`config.mk`:
```
export PLATFORM = sky130hd
export DESIGN_NAME = store
export DESIGN_NICKNAME = d
export VERILOG_FILES = /design/src/rtl/store.sv
export SDC_FILE = /design/constraint.sdc
export NUM_CORES = 1
export LEC_CHECK = 0
export BUFFER_PORTS_ARGS = -buffer_cell sky130_fd_sc_hd__clkbuf_2
export CAP_MARGIN = 20
export CORE_ASPECT_RATIO = 0.5
export CORE_MARGIN = 8
export CORE_UTILIZATION = 50
export CTS_CLUSTER_DIAMETER = 120
export CTS_CLUSTER_SIZE = 20
export DETAILED_ROUTE_END_ITERATION = 8
export PLACE_DENSITY = 0.82
export SETUP_SLACK_MARGIN = 0.5
export SYNTH_ARGS = -nofsm -noshare
export SYNTH_HDL_FRONTEND = slang
export SYNTH_SLANG_ARGS = --single-unit
```
`constraint.sdc`:
```
create_clock -name i_clk -period 2.6 [get_ports i_clk]
set_input_delay 0 -clock i_clk [delete_from_list [all_inputs] [get_ports i_clk]]
set_output_delay 0 -clock i_clk [all_outputs]
set_load 0.05 [all_outputs]
```
`src/rtl/store.sv`:
```
// Store unit: single-cycle SW, read-modify-write SB/SH via IDLE/MERGE FSM.
// Optional misaligned-store detection under `STORE_MISALIGN_CHECK_EN.
module store (
  input  logic        i_clk,
  input  logic        i_rst,
  input  logic [31:0] rs1_val,
  input  logic [31:0] imm,
  input  logic [31:0] rs2_val,
  input  logic [1:0]  store_control,
  input  logic [31:0] mem_rdata,
  output logic        stall_pc,
  output logic        ignore_curr_inst,
  output logic        mem_rw_mode,
  output logic [31:0] mem_addr,
  output logic [31:0] mem_wdata,
  output logic        store_misaligned
);

  localparam logic [1:0] ST_NOP = 2'b00;
  localparam logic [1:0] ST_SB  = 2'b01;
  localparam logic [1:0] ST_SH  = 2'b10;
  localparam logic [1:0] ST_SW  = 2'b11;

  typedef enum logic {
    IDLE,
    MERGE
  } state_t;

  state_t      state_q;
  state_t      state_d;
  logic [29:0] waddr_q;
  logic [1:0]  off_q;
  logic [1:0]  type_q;
  logic [15:0] data_q;

  logic [31:0] ea;
  logic        mis;
  logic        rmw_go;
  logic [31:0] merged;

  assign ea = rs1_val + imm;

`ifdef STORE_MISALIGN_CHECK_EN
  always_comb begin
    mis = 1'b0;
    if (store_control == ST_SH && ea[0])
      mis = 1'b1;
    if (store_control == ST_SW && ea[1:0] != 2'b00)
      mis = 1'b1;
  end
`else
  assign mis = 1'b0;
`endif

  assign rmw_go = (state_q == IDLE) && !mis &&
                  (store_control == ST_SB ||
                   store_control == ST_SH);

  always_ff @(posedge i_clk or negedge i_rst) begin
    if (!i_rst) begin
      state_q <= IDLE;
      waddr_q <= '0;
      off_q   <= '0;
      type_q  <= ST_NOP;
      data_q  <= '0;
    end else begin
      state_q <= state_d;
      if (rmw_go) begin
        waddr_q <= ea[31:2];
        off_q   <= ea[1:0];
        type_q  <= store_control;
        data_q  <= rs2_val[15:0];
      end
    end
  end

  // Replace only the target lane; other bytes come from the read.
  always_comb begin
    merged = mem_rdata;
    if (type_q == ST_SH) begin
      if (off_q[1])
        merged[31:16] = data_q;
      else
        merged[15:0] = data_q;
    end else begin
      merged[{off_q, 3'b000} +: 8] = data_q[7:0];
    end
  end

  always_comb begin
    state_d          = state_q;
    stall_pc         = 1'b0;
    ignore_curr_inst = 1'b0;
    mem_rw_mode      = 1'b1;
    mem_addr         = '0;
    mem_wdata        = '0;
    store_misaligned = 1'b0;
    if (!i_rst) begin
      state_d = IDLE;
    end else begin
      unique case (state_q)
        IDLE: begin
          if (mis) begin
            store_misaligned = 1'b1;
          end else begin
            unique case (1'b1)
              store_control == ST_SW: begin
                mem_rw_mode = 1'b0;
                mem_addr    = {ea[31:2], 2'b00};
                mem_wdata   = rs2_val;
              end
              store_control == ST_SB,
              store_control == ST_SH: begin
                mem_addr = {ea[31:2], 2'b00};
                stall_pc = 1'b1;
                state_d  = MERGE;
              end
              default: ;
            endcase
          end
        end
        MERGE: begin
          mem_rw_mode      = 1'b0;
          mem_addr         = {waddr_q, 2'b00};
          mem_wdata        = merged;
          ignore_curr_inst = 1'b1;
          state_d          = IDLE;
        end
        default: state_d = IDLE;
      endcase
    end
  end

endmodule
```
==> flow_summary.json <==
{
  "status": "finished clean",
  "place_congestion": 0.9157,
  "final_layout_size_suffix_gt1_share_pct": 51.38,
  "num_vias": 6793,
  "path_clk_slew_ns": 0.07,
  "overflow": 0,
  "r2r_slack_ns": 0.89,
  "slew_viol_final": 0,
  "die_w_um": 157.4,
  "first_global_vias": 6097,
  "path_cells": "clkbuf_2, ha_1, a21o_1, and3_2, o21ai_4, nand3b_1, a311oi_2, a211oi_2, xnor2_1, o21ai_2, buf_8",
  "grt_max_degree": 50,
  "yosysUniqueCellTypes": 67,
  "cts_buffers": 5,
  "antenna_found_initial": 0,
  "slew-limit-headroom_pct": 52.14,
  "clock_sinks": 51,
  "end_kind": "primary output",
  "area_growth_pct": 73.52,
  "async_reset_ff_share_pct": 100.0,
  "synth_area_mm2": 0.005000,
  "ir_drop_mv": 0.3241,
  "p_leak_nw": 3.941,
  "n_antenna_cell": 0,
  "period_share_pct": 91.49,
  "vias_per_cell": 6.746,
  "cp.required_ns": 2.60,
  "clock_tree.buffer_depth": 2,
  "nFillCells": 369,
  "power_density_mw_per_mm2": 597.7,
  "start_util_pct": 52.24,
  "syn_inst": 627,
  "max_freq_mhz": 420.4,
  "wl_per_cell_um": 24.66,
  "setup_viol": 0,
  "die_area_mm2": 0.01365,
  "arrival_ns": 2.38,
  "max_stage_delay_ns": 0.38,
  "period_minus_slack_ns": 2.379,
  "cts_root_buf": "clkbuf_16",
  "critPathMaxFanout": 3,
  "cts-htree-levels": 2,
  "placed_cells": 933,
  "syn-mean-instance-area_um2": 7.974,
  "hold_class": "in -> reg",
  "cp-start-kind": "primary input",
  "crit_type": "in -> out",
  "rows": 25,
  "tns_ns": 0,
  "grt_usage_pct": 27.90,
  "synth_warnings": 0,
  "ant_nets": 0,
  "ys.flop_type": "dfrtp_1",
  "max_cap_violations": 0,
  "die_h_um": 86.71,
  "ys_ff_latch": 51,
  "tightest_slew_ns": 0.7156,
  "finClkSkew_ns": 0.008177,
  "route.detailed.drc": 0,
  "drt_pass1_iterations": 6,
  "fin_cells": 1007,
  "grt_setup_unrepaired": "true",
  "cts_tree": "done",
  "hold_violations": 0,
  "grt_pass1_wl_um": 31060,
  "synth-edff-count": 0,
  "final_nets": 1042,
  "hpwlAfterDp_um": 13960,
  "drtIter0Drc": 773,
  "port_buffers": 196,
  "ys_seq_area_share_pct": 25.53,
  "worst_path_max_delay_cell": "a311oi_2",
  "num_io_pins": 200,
  "clock_latency_ns": 0.30,
  "routed_wl_um": 24840,
  "core_mm2": 0.009572
}
-- Yosys cell counts (4+ instances only) --
cell | number | area [um^2]
a211oi_1 | 35 | 262.8
a21o_1 | 14 | 105.1
a21oi_1 | 38 | 190.2
a222oi_1 | 16 | 160.2
a22o_1 | 24 | 210.2
a22oi_1 | 16 | 120.1
and3_1 | 8 | 50.05
buf_2 | 5 | 25.02
clkbuf_1 | 35 | 131.4
dfrtp_1 | 51 | 1276
ha_1 | 38 | 475.5
inv_1 | 16 | 60.06
mux2_2 | 13 | 146.4
nand2_1 | 122 | 457.9
nand2b_1 | 5 | 31.28
nand3_1 | 7 | 35.03
nand4_1 | 6 | 37.54
nor2_1 | 45 | 168.9
nor2b_1 | 4 | 25.02
nor3_1 | 6 | 30.03
o211ai_1 | 5 | 37.54
o21ai_0 | 18 | 90.09
o21ai_1 | 8 | 40.04
o21bai_1 | 5 | 37.54
o31ai_1 | 5 | 37.54
xnor2_1 | 20 | 175.2
xor2_1 | 7 | 61.31
-- cells by family (layout without fill, tap and decap cells) --
| group | after synthesis | count (layout) | share of synthesized area [%] |
|---|---|---|---|
| simple gates | 222 | 222 | 19.55 |
| compound gates | 212 | 212 | 32.01 |
| buf+inv | 61 | 304 | 5.080 |
| flops | 51 | 51 | 25.53 |
| fa+ha+maj | 39 | 39 | 9.910 |
| xor+xnor | 27 | 27 | 4.730 |
| mux | 14 | 14 | 3.128 |
| other cells | 1 | 3 | 0.07500 |
-- layout by cell type, fill, tap and decap left out, types with 5 or more instances in the layout --
cell type and count:
dfrtp_1 50, o21ai_0 10, xor2_1 5, o21ai_4 5, a22o_1 22, buf_4 46
ha_2 8, xnor2_2 11, buf_12 6, nand3_1 7, a222oi_1 16, a21oi_2 8
o21bai_1 5, a21o_1 13, clkbuf_2 135, nand4_1 6, a21oi_4 5, xnor2_1 8
inv_1 13, a211oi_4 32, clkbuf_16 5, a22oi_2 13, mux2_2 12, o211ai_1 5
buf_8 19, ha_1 15, nor3_1 5, a21oi_1 26, o21ai_2 7, nor2_1 42
clkbuf_8 12, ha_4 15, nand2_1 118, dlygate4sd3_1 20, buf_6 39, and3_1 5
-- through the flow --
| stage | util (%) | total power, mW | worst slack (ns) | hold WS, ns | instance area [um^2] |
|---|---|---|---|---|---|
| 3_3_place_gp | 69.15 | 3.264 | 0.1061 | -0.07866 | 6619 |
| 2_1_floorplan | - | 2.739 | 0.4942 | -0.2956 | 5446 |
| 6_report | 90.64 | 5.186 | 0.2212 | 0.01388 | 8676 |
| 3_5_place_dp | 69.15 | 3.329 | 0.02407 | -0.07452 | 6619 |
| 5_1_grt | 90.64 | 5.343 | 0.1636 | 0.02792 | 8676 |
| 4_1_cts | 82.22 | 4.549 | 0.2793 | 0.02338 | 7870 |
-- critical path: cells and delay by family --
kind	cells	cell delay, ns
AO/OA/AOI/OAI	5	1.01
XOR/XNOR	1	0.27
adder cells (fa/ha/maj)	1	0.30
buffers and inverters	2	0.26
AND/OR/NAND/NOR	2	0.51
-- cell type report --
cell class	instances	area (um^2)	area share, %
repair buffers	280	2253	25.97
well taps	135	168.9	1.947
inverters	16	60.06	0.6922
clock buffers	5	125.1	1.442
clock inverters	3	67.56	0.7788
flip-flops and latches	51	1280	14.75
multi-input cells	517	4721	54.41
-- final timing paths --
check                      depth (start not counted)              from           end
max in group asynchronous                          4             i_rst   waddr_q[20]
hold / removal                                     3  store_control[0]     type_q[0]
setup reg to reg                                   4           state_q    waddr_q[0]
min in group asynchronous                          3             i_rst     data_q[2]
hold reg to reg                                    2        waddr_q[4]    waddr_q[4]
setup / recovery                                  11        rs1_val[1]  mem_addr[31]
-- state kept, by name (all words and copies together) (netlist names) --
| name | flops |
|---|---|
| off_q | 2 |
| type_q | 2 |
| data_q | 16 |
| state_q | 1 |
| waddr_q | 30 |
-- layer usage --
metal	wire (um)	vias to the layer above	track usage [%]	share of wire, %
li1	-	2791	-	-
met1	8621	3238	32.44	35
met2	12170	596	51.27	49
met3	2400	168	3.821	9.7
met4	1647	0	11.06	6.6
met5	0	-	0	0
-- where the power goes --
part | switching (mW) | internal (mW) | total, mW
Clock | 0.325 | 0.552 | 0.878
Combinational | 1.81 | 1.29 | 3.10
Sequential | 0.205 | 1.01 | 1.21
Total | 2.34 | 2.85 | 5.19
-- repair_timing --
item / 4_1_cts / 5_1_grt
gates cloned: 0 / 0
setup endpoints to repair: 63 / 69
hold buffers: 20 / 0
pin swaps: 66 / 74
gates resized for setup: 156 / 166
setup buffers: 20 / 26
hold endpoints to repair: 42 / 0
(Power assumes the default switching activity.)
